[config.mk]
export PLATFORM = sky130hd
export DESIGN_NAME = timer_irq_ctrl
export DESIGN_NICKNAME = d
export VERILOG_FILES = /design/src/rtl/timer_pkg.sv /design/src/rtl/irq_pend.sv /design/src/rtl/timer_irq_ctrl.sv
export SDC_FILE = /design/constraint.sdc
export NUM_CORES = 1
export LEC_CHECK = 0
export CELL_PAD_IN_SITES_DETAIL_PLACEMENT = 0
export CELL_PAD_IN_SITES_GLOBAL_PLACEMENT = 1
export CORE_ASPECT_RATIO = 0.75
export CORE_MARGIN = 1
export CORE_UTILIZATION = 36
export CTS_CLUSTER_SIZE = 24
export DETAILED_ROUTE_END_ITERATION = 12
export PLACE_DENSITY = 0.91
export REMOVE_ABC_BUFFERS = 1
export SLEW_MARGIN = 20
export SYNTH_ARGS = -nofsm -noshare
export SYNTH_HDL_FRONTEND = slang
export SYNTH_SLANG_ARGS = --single-unit
[constraint.sdc]
create_clock -name Clk -period 3.7 [get_ports Clk]
set_clock_uncertainty 0.05 [all_clocks]
set_input_delay 1.11 -clock Clk [delete_from_list [all_inputs] [get_ports Clk]]
set_output_delay 1.11 -clock Clk [all_outputs]
set_load 0.02 [all_outputs]
[src/rtl/timer_pkg.sv]
// Shared types and defaults for the timer control / interrupt stage.
package timer_pkg;

    typedef enum logic [1:0] {
        StIdle = 2'd0,
        StArm  = 2'd1,
        StRun  = 2'd2
    } state_e;

    localparam int unsigned NDefault     = 32;
    localparam int unsigned MissWDefault = 8;

endpackage

[src/rtl/irq_pend.sv]
// Interrupt pending latch with req/ack handshake and a saturating overrun counter.
module irq_pend #(
    parameter int unsigned MissW = 8
) (
    input  logic             clk_i,
    input  logic             clr_i,
    input  logic             end_i,
    input  logic             ack_i,
    output logic             req_o,
    output logic [MissW-1:0] miss_cnt_o
);

    logic             req_q, req_d;
    logic [MissW-1:0] miss_q, miss_d;

    always_comb begin
        req_d  = req_q;
        miss_d = miss_q;
        // A new end beats a same-cycle ack, so the request stays up.
        if (end_i) begin
            req_d = 1'b1;
        end else if (ack_i) begin
            req_d = 1'b0;
        end
        if (end_i && req_q && !ack_i && (miss_q != '1)) begin
            miss_d = miss_q + MissW'(1);
        end
    end

    always_ff @(posedge clk_i) begin
        if (clr_i) begin
            req_q  <= 1'b0;
            miss_q <= '0;
        end else begin
            req_q  <= req_d;
            miss_q <= miss_d;
        end
    end

    assign req_o      = req_q;
    assign miss_cnt_o = miss_q;

endmodule

[src/rtl/timer_irq_ctrl.sv]
// Control FSM around the tick timer: arms/reloads it, runs it one-shot or periodic,
// and hands end-of-period events to the interrupt pending latch.
module timer_irq_ctrl
    import timer_pkg::*;
#(
    parameter int unsigned N      = NDefault,
    parameter int unsigned MISS_W = MissWDefault
) (
    input  logic              Clk,
    input  logic              Rst,
    input  logic              Pwr_off,
    input  logic              Start,
    input  logic              Stop,
    input  logic              Periodic,
    input  logic [N-1:0]      Period,
    input  logic              Tmr_end,
    output logic              Tmr_en,
    output logic [N-1:0]      Tmr_load,
    output logic              Tmr_rst,
    output logic              Irq_req,
    input  logic              Irq_ack,
    output logic              Busy,
    output logic [MISS_W-1:0] Miss_cnt
);

    state_e         state_q, state_d;
    logic [N-1:0]   period_q, period_d;
    logic           mode_q, mode_d;
    logic           clr;
    logic           start_ok;
    logic           end_ok;

    assign clr      = Rst | Pwr_off;
    assign start_ok = Start && (Period != '0);
    assign end_ok   = Tmr_end && (state_q == StRun);

    always_ff @(posedge Clk) begin
        if (clr) begin
            state_q  <= StIdle;
            period_q <= '0;
            mode_q   <= 1'b0;
        end else begin
            state_q  <= state_d;
            period_q <= period_d;
            mode_q   <= mode_d;
        end
    end

    always_comb begin
        state_d  = state_q;
        period_d = period_q;
        mode_d   = mode_q;
        if (Stop) begin
            state_d = StIdle;
        end else if (start_ok) begin
            // Start from any state (re)arms with freshly sampled period and mode.
            state_d  = StArm;
            period_d = Period;
            mode_d   = Periodic;
        end else begin
            unique case (state_q)
                StIdle:  state_d = StIdle;
                StArm:   state_d = StRun;
                StRun:   if (Tmr_end && !mode_q) state_d = StIdle;
                default: state_d = StIdle;
            endcase
        end
    end

    always_comb begin
        Tmr_en  = (state_q == StRun);
        Tmr_rst = (state_q == StArm);
        Busy    = (state_q == StArm) || (state_q == StRun);
    end

    assign Tmr_load = period_q - N'(1);

    irq_pend #(
        .MissW (MISS_W)
    ) u_irq_pend (
        .clk_i      (Clk),
        .clr_i      (clr),
        .end_i      (end_ok),
        .ack_i      (Irq_ack),
        .req_o      (Irq_req),
        .miss_cnt_o (Miss_cnt)
    );

endmodule

======== Yosys cells after proc, flatten, opt, wreduce, memory -nomap -nowiden ========
Cells that the tools add are included.
cells by class
  $add $sub $neg .......................... 2
  shift-type cells ........................ 0
  $lt $le $gt $ge ......................... 0
  mux-type cells .......................... 5
  multiply operators ...................... 0
  equal/unequal tests ..................... 5
  divide/modulo/power cells ............... 0
  reduce and logical (&&, ||, !) cells .... 14
  bitwise operators ....................... 2
operators with widths
  kind                                                 count
  nonzero test 32 bit                                  1
  subtractor 32 x 1 -> 32 bit, second input constant   1
  adder 8 x 1 -> 8 bit, second input constant          1
  != test 8 bit, second input constant                 1
  logical AND 1 bit                                    6
  case mux 2 bit (2 select lines)                      1
  2-to-1 mux 1 bit                                     3
  != test 3 x 1 -> 1 bit, second input constant        1
  OR reduction 3 bit                                   1
  equality test 2 x 1 -> 1 bit, second input constant  1
  equality test 2 bit, second input constant           1
  logical NOT 1 bit                                    2
  2-to-1 mux 2 bit                                     1
  != test 2 x 1 -> 1 bit, second input constant        1
  AND reduction 2 bit                                  1
  nonzero test 2 bit                                   1
  OR reduction 2 bit                                   1
  logical OR 1 bit                                     1
  inverter 1 bit                                       1
  OR 1 bit                                             1
word-level totals
  register bits after elaboration ......... 44
  memory bits (read-only) ................. 0
  word-level logic and storage cells ...... 34
  input bits .............................. 40
  bits in latches ......................... 0
  memory bits (writable) .................. 0
  memories kept ........................... 0
  output and inout port bits .............. 44

======== Longest topological paths before layout ========
  word-level depth ........................ 5
  gate-level depth with buffers ........... 7
  gate-level depth less buffers ........... 6

======== By module ========
From an unflattened synthesis, not the netlist that was laid out.
second synthesis, totals
  cell total of the unflattened synthesis .. 310
  area, all modules ....................... 2573.7 um2
by module, submodules not included
  module          times used  cells an instance  area each (um2)
  timer_irq_ctrl  1           259                2099.5
  irq_pend        1           51                 474.2

======== Worst setup path after synthesis ========
No wires, ideal clock.
  kind .................................... register -> output
  from .................................... reg period_q[9]
  to ...................................... out Tmr_load[25]
  stages on the path, launching flop included .. 6
  setup slack ............................. 0.850 ns
  data arrival time ....................... 1.690 ns
  cells stage by stage .................... dfxtp_1 or4_4 nor3_4 buf_6 nand4_1 xnor2_1
on the way
  cells in the longest elaborated chain, start to end .. 1
RTL lines
  item                         RTL line              RTL
  start, declared              timer_irq_ctrl.sv:27  logic [N-1:0] period_q, period_d;
  start signal, assigned       timer_irq_ctrl.sv:44  period_q <= period_d;
  subtractor 32 x 1 -> 32 bit  timer_irq_ctrl.sv:76  assign Tmr_load = period_q - N'(1);
  end, declared                timer_irq_ctrl.sv:18  output logic [N-1:0] Tmr_load,
Every way passes these cells.

======== Worst setup path in the final report ========
  from .................................... reg period_q[5]
  to ...................................... out Tmr_load[21]
The elaborated chain is that of the path after synthesis.

==> flow_summary.yaml <==
detailed_routing:
  dr.pass1.iters: 4
  drtAntennaViolNets: 0
  drt-initial-drc-count: 59
  wirelength_um: 6400
  post_drt_wl_per_cell_um: 13.1
  via_per_inst: 4.86
  drc: 0
  num_vias: 2382
sta:
  hold_viol_final: 0
  drv_slew: 0
  whs_ns: 0.421
  maxSlewHeadroom_pct: 57.2
  min_period_ns: 3.54
  tightest_slew_ns: 0.640
  fin_crit_sh_pct: 95.6
  setup_viol: 0
  rsz0062_at_grt: "yes"
  fmax_mhz: 283
worst_setup_path:
  worstPathCellList: "nor4_4, nand3_2, nor4_2, xor2_1, clkdlybuf4s50_1"
  path_class: "reg2out"
  cp-start-kind: "flip-flop"
  end_kind: "output pin"
  crit_required_ns: 2.54
  r2r_slack_ns: 1.76
  cp_slowest_stage_delay_ns: 0.63
  r2r_end: "u_irq_pend.miss_cnt_o[5]$_SDFFE_PP0P_"
  cpMaxStageDelayCell: "clkdlybuf4s50_1"
  crit_family: "simple AND/OR/NAND/NOR gates"
  cp_max_fo: 6
  crit_buf_inv: 1
  arrival_ns: 2.38
  r2r-start: "state_q[0]$_SDFFE_PP0P_"
  ff2ff_path_depth: 6
power_and_ir_drop:
  leakagePower_nw: 1.65
  powerDensity_nw_per_um2: 357
  p_int_mw: 0.919
  p_switching_mw: 0.415
  comb_power_share_pct: 34.7
  ir_drop_mv: 0.210
  seqPwrFrac_pct: 37.0
  switching_share_pct: 31.1
  p_clk_share_pct: 28.3
  finalPower_mw: 1.33
worst_hold_path:
  min-delay-path-class: "reg2reg"
  min_from: "mode_q$_SDFFE_PP0P_"
  min_path_cells: 2
  min_to: "mode_q$_SDFFE_PP0P_"
clock_network:
  tritoncts: "built"
  clock-sinks: 44
  cts_buffers: 5
  cts_root_buf: "clkbuf_8"
  cts_buffer_depth: 2
  hold_buffers: 0
  htreeDepth: 2
  clk_latency_ns: 0.30
  clk_pin_slew_ns: 0.09
die:
  fp-row-count: 26
  fp.dieH_um: 75.6
  ios: 84
  coreArea_um2: 6900
  die_w_um: 100
  initial_core_util_pct: 37.7
  dieArea_um2: 7570
cells_and_area:
  num-fill-cells: 648
  diodes: 0
  final_common_cell: "nand2_1"
  finalNonFillerCells: 490
  synthToLayoutAreaGrowth_pct: 43.8
  final_cell_mix: "nand2_1 (78), clkdlybuf4s50_1 (69), dfxtp_1 (44)"
  nets: 435
  multi_input_area_um2: 1650
  post_route_cells_drive_above_1_share_pct: 8.67
  seqCellArea_um2: 881
global_routing:
  top_usage_layer: "met2"
  antenna_found_initial: 0
  grt_max_degree: 30
  grt_pass1_vias: 2193
  grt_pass1_wl_um: 10400
  grt_util_met2_pct: 29.2
  use_met3_pct: 3.21
  met1_usage_pct: 24.0
  overflow: 0
  grt_usage_pct: 17.6
synthesis:
  synth.avg_cell_area_um2: 8.41
  synth-edff-count: 0
  synth_cell_types: 41
  yosysWarnings: 0
  synth-seq-cells: 44
  ys_seq_area_share_pct: 33.9
  syn_area_um2: 2600
  synthCells: 309
  synthFlopType: "dfxtp_1"
  synthArstFlopShare_pct: 0
placed_design:
  dp_hpwl_um: 4940
  gp_congestion: 0.760
  dp_cells: 480
  numPortBuffers: 83
run:
  cap_violations: 0
status:
  status: "finished, final reports clean"
metal layers:
metal / wire length [µm] / vias to the layer above
met1: 3240 / 1089
li1: - / 1238
met4: 34 / 0
met3: 281 / 2
met5: 0 / -
met2: 2840 / 53
repair_timing:
action | 4_1_cts | 5_1_grt
pin swaps | 1 | 1
endpoints found under the setup margin | 12 | 19
buffers inserted | 1 | 1
gates resized for setup | 1 | 17
registers in the layout, indices dropped and copies added, names as in the netlist:
signal	flops
mode_q	1
period_q	32
state_q	2
u_irq_pend.miss_cnt_o	8
u_irq_pend.req_o	1
how the worst max path moves through the flow:
stage	startpoint	end	slack, ns	cells after the start
after floorplan	Rst	u_irq_pend.miss_cnt_o[2]$_SDFFE_PP0P_	0.04	3
after global placement	period_q[9]$_SDFFE_PP0P_	Tmr_load[18]	0.29	5
after detailed placement	period_q[9]$_SDFFE_PP0P_	Tmr_load[18]	0.23	5
after CTS	period_q[18]$_SDFFE_PP0P_	Tmr_load[28]	0.002	5
after global routing	period_q[5]$_SDFFE_PP0P_	Tmr_load[21]	-0.004	5
final	period_q[5]$_SDFFE_PP0P_	Tmr_load[21]	0.16	5
cell usage after synthesis (6+ instances only):
library cell | instances | share of area [%]
clkbuf_1 | 9 | 1.3
mux2i_1 | 35 | 13
xnor2_1 | 18 | 6.1
nand3_1 | 6 | 1.2
nor4_1 | 12 | 2.9
xor2_1 | 13 | 4.4
inv_1 | 9 | 1.3
nor3_1 | 8 | 1.5
nand4_1 | 9 | 2.2
nor2_1 | 14 | 2.0
dfxtp_1 | 44 | 34
nand2_1 | 78 | 11
per-stage QoR:
step / cell area, µm² / setup TNS, ns / setup WS (ns) / util [%]
5_1_grt: 3740 / -0.00374 / -0.00374 / 54.2
2_1_floorplan: 2530 / 0 / 0.0392 / -
3_3_place_gp: 3520 / 0 / 0.292 / 51.1
6_report: 3740 / 0 / 0.161 / 54.2
3_5_place_dp: 3520 / 0 / 0.233 / 51.1
4_1_cts: 3660 / 0 / 0.00189 / 53.0
area by class of cell:
class | instances | area share, %
timing repair buffer | 89 | 24.9
multi-input combinational | 242 | 44.2
clock inverter | 3 | 1.24
inverter | 9 | 0.904
tap | 98 | 3.28
clock buffer | 5 | 1.84
sequential | 44 | 23.6
power groups by stage:
stage / sequential, mW / clock, mW / combinational (mW)
floorplan: 0.502 / 0 / 0.252
global placement: 0.504 / 0 / 0.455
detailed placement: 0.505 / 0 / 0.458
CTS: 0.494 / 0.390 / 0.464
global route: 0.496 / 0.411 / 0.497
finish: 0.494 / 0.378 / 0.463
logic make-up (layout without fill, tap and decap cells):
logic type	Yosys count	in the layout	synth area share, %
AND/OR/NAND/NOR	157	157	31.9
flip-flops	44	44	33.9
multiplexers	35	35	13.5
XOR/XNOR	32	32	11.1
buffers and inverters	23	106	4.09
AO/OA/AOI/OAI	14	14	3.66
adder cells (fa/ha/maj)	4	4	1.93
worst register-to-register path, cell delays in order, from the launching register on:
cell and delay (ns):
dfxtp_1 0.32, inv_1 0.06, ha_1 0.20, nand4b_1 0.26, a21o_1 0.34, or4_1 0.49, a21oi_1 0.14
Note: power is estimated with default switching activity, not from simulation.
